<file path="src/rtl/eth_phy_10g_rx_block_sync.sv">
// eth_phy_10g_rx_block_sync
// 64b/66b block-lock state machine for the 10G PHY receive path. It hunts for
// sync-header alignment using SERDES bitslip pulses. It declares lock after
// LOCK_COUNT consecutive valid headers. It drops lock when INVALID_MAX invalid
// headers land inside one WINDOW-header window.
// Optional feature macro: ETH_BLOCK_SYNC_RESET_REQ_EN. When defined, the block
// counts slips since the last lock. It pulses serdes_rx_reset_req on every
// SLIP_LIMIT-th slip.
module eth_phy_10g_rx_block_sync #(
    parameter int LOCK_COUNT          = 64,
    parameter int WINDOW              = 64,
    parameter int INVALID_MAX         = 16,
    parameter int BITSLIP_HIGH_CYCLES = 1,
    parameter int BITSLIP_LOW_CYCLES  = 8,
    parameter int SLIP_LIMIT          = 66
) (
    input  logic                           rx_clk,
    input  logic                           rx_rst,
    input  logic [1:0]                     serdes_rx_hdr,
    input  logic                           serdes_rx_hdr_valid,
    output logic                           serdes_rx_bitslip,
    output logic                           serdes_rx_reset_req,
    output logic                           rx_block_lock,
    output logic [$clog2(WINDOW+1)-1:0]    rx_invalid_hdr_count,
    output logic [15:0]                    rx_lock_loss_count
);

    localparam int RUN_W   = $clog2(LOCK_COUNT + 1);
    localparam int WIN_W   = $clog2(WINDOW + 1);
    localparam int TMR_MAX = (BITSLIP_HIGH_CYCLES > BITSLIP_LOW_CYCLES) ?
                             BITSLIP_HIGH_CYCLES : BITSLIP_LOW_CYCLES;
    localparam int TMR_W   = $clog2(TMR_MAX + 1);

    localparam logic [RUN_W-1:0] RUN_LAST  = RUN_W'(LOCK_COUNT - 1);
    localparam logic [WIN_W-1:0] WIN_LAST  = WIN_W'(WINDOW - 1);
    localparam logic [WIN_W-1:0] INV_LAST  = WIN_W'(INVALID_MAX - 1);
    localparam logic [TMR_W-1:0] HIGH_LAST = TMR_W'(BITSLIP_HIGH_CYCLES - 1);
    localparam logic [TMR_W-1:0] LOW_LAST  = TMR_W'(BITSLIP_LOW_CYCLES - 1);

    // Reject parameter sets the counters cannot represent
    if (LOCK_COUNT < 1 || WINDOW < 1 || INVALID_MAX < 1 || INVALID_MAX > WINDOW ||
        BITSLIP_HIGH_CYCLES < 1 || BITSLIP_LOW_CYCLES < 0 || SLIP_LIMIT < 1) begin : g_bad_params
        $error("eth_phy_10g_rx_block_sync: illegal parameter combination");
    end

    typedef enum logic [1:0] {
        HUNT      = 2'd0,
        SLIP_HIGH = 2'd1,
        SLIP_LOW  = 2'd2,
        LOCKED    = 2'd3
    } state_e;

    state_e           state_q;
    logic [RUN_W-1:0] run_q;
    logic [WIN_W-1:0] win_q;
    logic [WIN_W-1:0] inv_q;
    logic [TMR_W-1:0] tmr_q;
    logic             bitslip_q;
    logic             lock_q;
    logic [15:0]      loss_q;

    logic             hdr_bad;
    logic             lose_lock;

    // Header classification and the loss-of-lock condition. Loss of lock is
    // evaluated ahead of the window wrap so it wins when both land together.
    always_comb begin
        hdr_bad   = ~^serdes_rx_hdr;
        lose_lock = serdes_rx_hdr_valid && (state_q == LOCKED) && hdr_bad && (inv_q == INV_LAST);
    end

    // Lock FSM with its counters and registered outputs
    always_ff @(posedge rx_clk) begin
        // NOTE: reset is tested inside the clocked block, so it is synchronous and overrides every input.
        if (rx_rst) begin
            state_q   <= HUNT;
            run_q     <= '0;
            win_q     <= '0;
            inv_q     <= '0;
            tmr_q     <= '0;
            bitslip_q <= 1'b0;
            lock_q    <= 1'b0;
            loss_q    <= '0;
        end else begin
            // NOTE: non-blocking updates, so every branch reads the pre-edge values.
            case (state_q)
                HUNT: begin
                    if (serdes_rx_hdr_valid) begin
                        if (hdr_bad) begin
                            run_q     <= '0;
                            tmr_q     <= '0;
                            bitslip_q <= 1'b1;
                            state_q   <= SLIP_HIGH;
                        end else if (run_q == RUN_LAST) begin
                            run_q   <= '0;
                            win_q   <= '0;
                            inv_q   <= '0;
                            lock_q  <= 1'b1;
                            state_q <= LOCKED;
                        end else begin
                            run_q <= run_q + 1'b1;
                        end
                    end
                end
                SLIP_HIGH: begin
                    if (tmr_q == HIGH_LAST) begin
                        tmr_q     <= '0;
                        bitslip_q <= 1'b0;
                        state_q   <= (BITSLIP_LOW_CYCLES == 0) ? HUNT : SLIP_LOW;
                    end else begin
                        tmr_q <= tmr_q + 1'b1;
                    end
                end
                SLIP_LOW: begin
                    if (tmr_q == LOW_LAST) begin
                        tmr_q   <= '0;
                        run_q   <= '0;
                        state_q <= HUNT;
                    end else begin
                        tmr_q <= tmr_q + 1'b1;
                    end
                end
                LOCKED: begin
                    if (lose_lock) begin
                        win_q     <= '0;
                        inv_q     <= '0;
                        tmr_q     <= '0;
                        lock_q    <= 1'b0;
                        bitslip_q <= 1'b1;
                        state_q   <= SLIP_HIGH;
                        if (loss_q != 16'hFFFF) loss_q <= loss_q + 1'b1;
                    end else if (serdes_rx_hdr_valid) begin
                        if (win_q == WIN_LAST) begin
                            win_q <= '0;
                            inv_q <= '0;
                        end else begin
                            win_q <= win_q + 1'b1;
                            inv_q <= inv_q + WIN_W'(hdr_bad);
                        end
                    end
                end
                default: state_q <= HUNT;
            endcase
        end
    end

    assign serdes_rx_bitslip    = bitslip_q;
    assign rx_block_lock        = lock_q;
    assign rx_invalid_hdr_count = inv_q;
    assign rx_lock_loss_count   = loss_q;

`ifdef ETH_BLOCK_SYNC_RESET_REQ_EN
    localparam int SLIP_W = $clog2(SLIP_LIMIT + 1);
    localparam logic [SLIP_W-1:0] SLIP_LAST = SLIP_W'(SLIP_LIMIT - 1);

    logic [SLIP_W-1:0] slip_cnt_q;
    logic              reset_req_q;
    logic              slip_start;
    logic              enter_lock;

    // A slip starts on a hunt-time bad header or on loss of lock
    assign slip_start = (serdes_rx_hdr_valid && (state_q == HUNT) && hdr_bad) || lose_lock;
    assign enter_lock = serdes_rx_hdr_valid && (state_q == HUNT) && !hdr_bad && (run_q == RUN_LAST);

    // Count slips since the last lock; the reset pulse rises with the limiting slip
    always_ff @(posedge rx_clk) begin
        if (rx_rst) begin
            slip_cnt_q  <= '0;
            reset_req_q <= 1'b0;
        end else begin
            reset_req_q <= 1'b0;
            if (enter_lock) begin
                slip_cnt_q <= '0;
            end else if (slip_start) begin
                if (slip_cnt_q == SLIP_LAST) begin
                    slip_cnt_q  <= '0;
                    reset_req_q <= 1'b1;
                end else begin
                    slip_cnt_q <= slip_cnt_q + 1'b1;
                end
            end
        end
    end

    assign serdes_rx_reset_req = reset_req_q;
`else
    assign serdes_rx_reset_req = 1'b0;
`endif

endmodule

</file>
<file path="config.mk">
export PLATFORM = sky130hd
export DESIGN_NAME = eth_phy_10g_rx_block_sync
export DESIGN_NICKNAME = d
export VERILOG_FILES = /design/src/rtl/eth_phy_10g_rx_block_sync.sv
export SDC_FILE = /design/constraint.sdc
export NUM_CORES = 1
export LEC_CHECK = 0
export BUFFER_PORTS_ARGS = -buffer_cell sky130_fd_sc_hd__buf_4
export CELL_PAD_IN_SITES_DETAIL_PLACEMENT = 0
export CELL_PAD_IN_SITES_GLOBAL_PLACEMENT = 1
export CORE_MARGIN = 1
export CORE_UTILIZATION = 30
export DETAILED_ROUTE_END_ITERATION = 10
export PLACE_DENSITY = 0.58
export SYNTH_ARGS = -nofsm -noshare
export SYNTH_HDL_FRONTEND = slang
export SYNTH_SLANG_ARGS = --single-unit
</file>
<file path="constraint.sdc">
create_clock -name rx_clk -period 2.4 [get_ports rx_clk]
set_input_delay 0.36 -clock rx_clk [delete_from_list [all_inputs] [get_ports rx_clk]]
set_output_delay 0.36 -clock rx_clk [all_outputs]
set_load 0.02 [all_outputs]
</file>
After elaboration in Yosys (flattened, before gate mapping)
Index checks and enable logic that the tools add are counted.
{ "totals": {"inputBits": 5, "ff_bits": 45} }
{ "classes": {"n_mux": 39, "reduce_logical": 16, "n_addsub": 5, "eq_ne": 17} }
{ "ops": {"columns": ["cell", "count"], "rows": [
  ["$mux W7", 13],
  ["$pmux W7 S2", 3],
  ["$mux W4", 5],
  ["$reduce_and A5 Y1", 4],
  ["$add A16 B1 Y16 const B", 1],
  ["$ne A16 B16 Y1 const B", 1],
  ["$pmux W4 S4", 1],
  ["$add A7 B1 Y7 const B", 2],
  ["$eq A7 B6 Y1 const B", 2],
  ["$ne A2 B2 Y1 const B", 7],
  ["$mux W2", 6],
  ["$reduce_and A3 Y1", 3],
  ["$mux W1", 8],
  ["$pmux W2 S4", 1],
  ["$add A7 B1 Y7", 1],
  ["$eq A7 B4 Y1 const B", 1],
  ["$ne A3 B3 Y1 const B", 2],
  ["$add A4 B1 Y4 const B", 1],
  ["$eq A2 B2 Y1 const B", 2],
  ["$eq A4 B3 Y1 const B", 1],
  ["$logic_not A4 Y1", 1],
  ["$reduce_bool A2 Y1", 2],
  ["$logic_and A1 B1 Y1", 3],
  ["$pmux W1 S3", 1],
  ["other kinds (5)", 5]
]} }

Depth between registers and ports, before layout
Gate-level depths: netlist (run 1).
{ "depth": {"ltp_word": 6, "mapped_depth": 8, "mapped_depth_nobuf": 7} }

Worst setup path before layout (run 1)
Ideal clock, no wire load.
{ "synth_path": {"kind": "flip-flop to flip-flop", "from": "register state_q[0]", "to": "register state_q[0]", "required_ps": 2279, "path_slack_ps": 128, "arrival_ps": 2151, "synth_period_minus_slack_ps": 2272, "path_stages_with_launch": 9, "path_buffers": 1, "path_cell_list": "dfxtp_1 -> inv_1 -> ha_1 -> clkbuf_1 -> or3b_2 -> a21oi_1 -> nor2_1 -> a211oi_1 -> mux2_2"} }
{ "synth_between": {"elab_chain_cells": 6, "word_cells_on_any_way": 14} }
{ "synth_rtl": {"columns": ["item", "line_no", "source"], "rows": [
  ["start, declared", "53", "state_e state_q;"],
  ["start signal, assigned", "109", "state_q <= (BITSLIP_LOW_CYCLES == 0) ? HUNT : SLIP_LOW;"],
  ["$eq A2 B2 Y1", "69, 86", null],
  ["$logic_and A1 B1 Y1 (3 in series)", "69", "lose_lock = serdes_rx_hdr_valid && (state_q == LOCKED) && hdr_bad && (inv_q == INV_LAST);"],
  ["$ne A2 B2 Y1 (no line)", null, null],
  ["$reduce_and A5 Y1 (no line)", null, null]
]} }
Several ways; a longest one is shown, not always the timed one.
A chain may end at the register's enable or synchronous reset.

Worst setup path in the final report (run 1)
{ "layout_path": {"from": "register state_q[1]", "to": "register loss_q[14], in the netlist rx_lock_loss_count[14]"} }
{ "layout_between": {"elab_chain_cells": 5} }
{ "layout_rtl": {"columns": ["item", "line_no", "source"], "rows": [
  ["$eq A2 B2 Y1 (*)", "69, 86", null],
  ["$logic_and A1 B1 Y1 (3 in series)", "69", null],
  ["$reduce_and A3 Y1 (no line) (*)", null, null],
  ["end signal, assigned", "131", "if (loss_q != 16'hFFFF) loss_q <= loss_q + 1'b1;"],
  ["end, declared", "60", "logic [15:0] loss_q;"]
]} }
Every way passes the cells marked *; elsewhere a longest branch is shown, timed or not.

==> flow_summary.ini, run 1 <==
[logic_synthesis]
synth_edf_count = 0
synth_ff_type = dfxtp_1
seq_area_frac_synth = 0.356
synth_area_per_cell_um2 = 8.50
syn-instance-count = 298
synth_cell_type_count = 53
syn_area_um2 = 2530
async_flop_share = 0
synth_seq_cells = 45
ys_warn_count = 0
syn_nets = 315

[setup_path]
cp-start-kind = flip-flop
path_max_fanout = 5
slowest_stage = or4_1
critPathArrivalTime_ps = 2440
crit_required_ps = 2600
max_stage_delay_ps = 590
cp_top_family = simple AND/OR/NAND/NOR gates
rrSetupSlack_ps = 160
cp-end-kind = flip-flop
path_cells = ha_1 -> nand2_2 -> or4_1 -> nor4_4 -> nand4_1 -> mux2_1
worst-path-buf-inv = 0
crit_type = reg -> reg

[sta]
period_needed_ps = 2240
setup_ws_ps = 163
report.final.slew_viol_count = 0
tightest_slew_ps = 699
final_hold_viol_count = 0
fin_worst_skew_ps = 4.31
fin_tns_setup_ps = 0
fmax_ghz = 0.447
setup_viol_count_final = 0
min_period_over_period = 0.932
rsz0062_at_grt = false
relSlewSlack = 0.532

[power]
p_per_area_nw_per_um2 = 622
leakage_nw = 1.24
irDropWorstVdd_v = 0.000326

[clock_tree]
clk_pin_slew_worst_paths_ps = 90
clk_latency_ps = 300
postCtsSetupRepairBufs = 0
cts_hold_buf = 0
htree_levels = 2
tritoncts = done
clock-sinks = 45
cts_max_path_buffers = 2
clockRootBuffer = clkbuf_8
cts-resized-gates = 0
cts_made_buffers = 5

[detailed_routing]
drtIter0Drc = 58
via_count = 2316
wirelength_um = 6190
drtPass1Iterations = 7
drcViolationCount = 0
wire_per_inst_um = 13.8
ant_nets = 0
viasPerCell = 5.16

[floorplan]
row_count = 33
die_area_um2 = 8810
die_x_um = 93.9
initial_core_util = 0.310
core_area_um2 = 8180
die_h_um = 93.9
io-pin-count = 31

[layout]
antennaDiodeCount = 0
nNetsFinal = 360
layout-drive-gt1-share = 0.209
fill_cells = 876
post-route-util = 0.376
synthToLayoutAreaGrowth_pct = 21.2

[placement]
dp_hpwl_um = 4670
io_buffers = 29
pre_cts_ws_ps = 156
place.gp.congestion = 0.770

[global_routing]
grt_pass1_wl_um = 10200
grt_use_total = 0.147
grt_start_max_net_pins = 33
globalRoute.totalOverflow = 0
first_global_vias = 2145
antenna_found_initial = 0

[status]
status = completed

[flow_run]
drv_cap = 0

[hold_path]
hold_class = in -> reg
## where the power goes
part	internal, mW	switching (mW)
clock	0.202	0.281
combinational	0.270	0.343
sequential	0.783	0.0326
## registers in the layout, indices dropped and copies added, names as in the netlist
name and count:
rx_lock_loss_count 16, run_q 7, rx_invalid_hdr_count 7, win_q 7
tmr_q 4, state_q 2, rx_block_lock 1, serdes_rx_bitslip 1
## cells in the final DEF, fill, tap and decap left out, types with 2 or more instances in the layout
cell / n
mux2i_1: 3
a21oi_1: 13
xnor2_1: 8
nand4_1: 15
o21ai_0: 15
a22o_1: 9
or3b_2: 2
nand3b_1: 2
ha_1: 12
nand3_1: 16
clkinv_2: 2
xor2_1: 3
nand2_1: 15
inv_1: 10
and2_1: 2
nand2b_1: 3
nor2b_1: 14
and3_1: 8
and4_1: 6
clkbuf_8: 5
o31ai_1: 4
nor4_2: 2
mux2_2: 6
buf_4: 49
nor4_1: 5
mux2_1: 2
or4_1: 3
a211oi_1: 3
nor3_1: 5
nor2_1: 35
dfxtp_1: 45
## synth_stat cells, drive strengths merged (2+ instances only)
| cell type | n | area share |
|---|---|---|
| a211oi | 3 | 0.0089 |
| a21oi | 13 | 0.026 |
| a22o | 9 | 0.031 |
| and2 | 2 | 0.0049 |
| and3 | 8 | 0.020 |
| and4 | 6 | 0.021 |
| buf | 4 | 0.0084 |
| clkbuf | 7 | 0.010 |
| dfxtp | 45 | 0.36 |
| ha | 12 | 0.059 |
| inv | 10 | 0.015 |
| mux2 | 8 | 0.036 |
| mux2i | 3 | 0.012 |
| nand2 | 16 | 0.025 |
| nand2b | 3 | 0.0074 |
| nand3 | 16 | 0.032 |
| nand3b | 2 | 0.0059 |
| nand4 | 15 | 0.037 |
| nor2 | 35 | 0.052 |
| nor2b | 14 | 0.035 |
| nor3 | 6 | 0.014 |
| nor4 | 8 | 0.031 |
| o211ai | 2 | 0.0079 |
| o21ai | 16 | 0.032 |
| o31ai | 4 | 0.012 |
| or3b | 2 | 0.0069 |
| or4 | 3 | 0.0089 |
| xnor2 | 9 | 0.034 |
| xor2 | 3 | 0.010 |
## area by class of cell
cell class | instances | area, um2 | share of cell area
repair buffers | 49 | 368 | 0.120
multi-input cells | 232 | 1550 | 0.504
flip-flops and latches | 45 | 901 | 0.293
clock buffers | 5 | 68.8 | 0.0224
inverters | 10 | 37.5 | 0.0122
clock inverters | 3 | 17.5 | 0.00570
well taps | 105 | 131 | 0.0428
## per-stage QoR
stage / cell area, um2 / total power [mW] / hold WS [ps] / std cells
5_1_grt: 3070 / 2.04 / 276 / 449
3_5_place_dp: 2980 / 1.44 / 417 / 441
3_3_place_gp: 2980 / 1.46 / 418 / 441
2_1_floorplan: 2530 / 1.24 / 407 / 298
6_report: 3070 / 1.91 / 290 / 449
4_1_cts: 3070 / 1.93 / 275 / 449
## worst reg2reg max path, delay by kind of cell, from the launching register on
family,cells,cell delay [ps]
adders and majority gates,1,210
muxes,1,320
DFF,1,420
and+or+nand+nor,4,1190
## cell families after synthesis
logic type / synth area share
AO/OA/AOI/OAI: 0.150
XOR/XNOR: 0.0445
adder cells (fa/ha/maj): 0.0593
buffers and inverters: 0.0336
flip-flops: 0.356
multiplexers: 0.0474
other: 0.00148
AND/OR/NAND/NOR: 0.308
## worst paths after layout
kind | start | end | depth (start not counted)
max | state_q[1] | rx_lock_loss_count[14] | 6
min | rx_rst | run_q[1] | 2
max reg2reg | state_q[1] | rx_lock_loss_count[14] | 6
min reg2reg | run_q[6] | run_q[6] | 2
## layer usage
layer / vias up / GRT usage / wire length (um)
met5: - / 0 / 0
met4: 0 / 0.0462 / 68
met3: 7 / 0.0283 / 234
met2: 43 / 0.254 / 2980
met1: 1087 / 0.182 / 2910
li1: 1179 / - / -
Note: power is estimated with default switching activity, not from simulation.
==> run 2: changes to the inputs <==
--- a/config.mk
+++ b/config.mk
@@ -5,13 +5,15 @@
 export SDC_FILE = /design/constraint.sdc
 export NUM_CORES = 1
 export LEC_CHECK = 0
-export BUFFER_PORTS_ARGS = -buffer_cell sky130_fd_sc_hd__buf_4
 export CELL_PAD_IN_SITES_DETAIL_PLACEMENT = 0
 export CELL_PAD_IN_SITES_GLOBAL_PLACEMENT = 1
 export CORE_MARGIN = 1
 export CORE_UTILIZATION = 30
 export DETAILED_ROUTE_END_ITERATION = 10
-export PLACE_DENSITY = 0.58
+export DONT_BUFFER_PORTS = 1
+export GPL_TIMING_DRIVEN = 0
+export PLACE_DENSITY = 0.54
+export REMOVE_ABC_BUFFERS = 1
 export SYNTH_ARGS = -nofsm -noshare
 export SYNTH_HDL_FRONTEND = slang
 export SYNTH_SLANG_ARGS = --single-unit
==> flow_summary.ini, run 2 (synthesis results as in run 1) <==
[hold_path]
hold_class = in -> reg

[clock_tree]
clockRootBuffer = clkbuf_8
htree_levels = 2
clk_pin_slew_worst_paths_ps = 90
clock-sinks = 45
tritoncts = done
cts_made_buffers = 5
clk_latency_ps = 300
cts_max_path_buffers = 2

[setup_path]
cp-start-kind = flip-flop
cp-end-kind = flip-flop
critPathArrivalTime_ps = 2440
path_max_fanout = 10
slowest_stage = or3b_2
worst-path-buf-inv = 1
crit_type = reg -> reg
crit_required_ps = 2590
cp_top_family = simple AND/OR/NAND/NOR gates
path_cells = inv_1 -> ha_2 -> or3b_2 -> a21oi_2 -> nor2_1 -> a211oi_2 -> mux2_2
max_stage_delay_ps = 470

[sta]
fin_worst_skew_ps = 7.38
fin_tns_setup_ps = 0
rsz0062_at_grt = false
final_hold_viol_count = 0
period_needed_ps = 2250
relSlewSlack = 0.503
tightest_slew_ps = 741
setup_viol_count_final = 0
fmax_ghz = 0.444
min_period_over_period = 0.938
report.final.slew_viol_count = 0

[layout]
post-route-util = 0.344
layout-drive-gt1-share = 0.114
antennaDiodeCount = 0
final_common_cell = dfxtp_1
fin_area_um2 = 2810
nNetsFinal = 313
layout_common_cells = dfxtp_1 (44), nor2_1 (34), nand3_1 (16)
synthToLayoutAreaGrowth_pct = 11.1
largest_reg_flops = 16

[power]
power_frac_comb = 0.264
p_int_mw = 1.31
leakage_nw = 1.02
irDropWorstVdd_v = 0.000520
clkPwrFrac = 0.307
power_frac_seq = 0.429
p_sw_uw = 641
p_per_area_nw_per_um2 = 692
switching_share = 0.329

[placement]
place.gp.congestion = 0.724
io_buffers = 0
dp_hpwl_um = 4170
postPlaceCellArea_um2 = 2620

[global_routing]
busiest_layer = met2
grt_start_max_net_pins = 39
grt_use_total = 0.141
grt_pass1_wl_um = 9730
globalRoute.totalOverflow = 0
grt_use_met3 = 0.0356
antenna_found_initial = 0
met1_usage = 0.185
first_global_vias = 1984
gr-usage-met2 = 0.226

[floorplan]
io-pin-count = 31
core_area_um2 = 8180
initial_core_util = 0.310
die_h_um = 93.9
row_count = 33
die_area_um2 = 8810
die_x_um = 93.9

[detailed_routing]
wire_per_inst_um = 14.8
viasPerCell = 5.16
via_count = 2076
ant_nets = 0
wirelength_um = 5930
drcViolationCount = 0
drtPass1Iterations = 4
drtIter0Drc = 61

[status]
status = completed

[flow_run]
drv_cap = 0
==> run 2: changes by cell type in the layout (fill, tap and decap cells not counted), sizes merged <==
cell / delta
clkbuf: +1
bufinv: +1
buf: -47
clkinv: -1
clkinvlp: -1
==> run 2: worst paths after layout <==
path | to | slack [ps] | from | depth (start not counted)
max | state_q[0] | 150 | state_q[0] | 7
max reg2reg | state_q[0] | 150 | state_q[0] | 7
min reg2reg | run_q[6] | 440 | run_q[6] | 2
min | rx_lock_loss_count[0] | 120 | rx_rst | 1
==> run 2: area by class of cell <==
class	instances	area, um2
well taps	105	131
fillers	873	5360
flip-flops and latches	45	902
clock inverters	2	38.8
repair buffers	2	15.0
inverters	10	37.5
multi-input cells	232	1620
clock buffers	6	72.6
==> run 2: power groups by stage <==
stage	Clock [mW]	Combinational, mW	Sequential (mW)
6_report	0.598	0.513	0.834
5_1_grt	0.653	0.580	0.842
4_1_cts	0.622	0.508	0.826
3_5_place_dp	0	0.493	0.845
3_3_place_gp	0	0.491	0.844
2_1_floorplan	0	0.388	0.836
==> run 2: routing by layer <==
layer  vias up  share of wire
met5         -              0
met1       958           0.49
met3         7          0.039
met2        27           0.46
li1       1084              -
met4         0          0.011
==> run 2: per-stage QoR <==
step	power, mW	hold WS, ps	std cells	setup WS, ps
5_1_grt	2.08	93.9	402	11.1
3_5_place_dp	1.34	419	392	-420
6_report	1.95	116	402	150
3_3_place_gp	1.34	418	392	-421
4_1_cts	1.96	103	402	6.88
2_1_floorplan	1.22	407	287	181
==> run 2: what timing repair did <==
item	CTS	global route
cloned	0	0
resized for setup	8	6
pin swaps	1	1
hold buffers	0	0
setup buffers	2	0
setup endpoints to repair	21	16
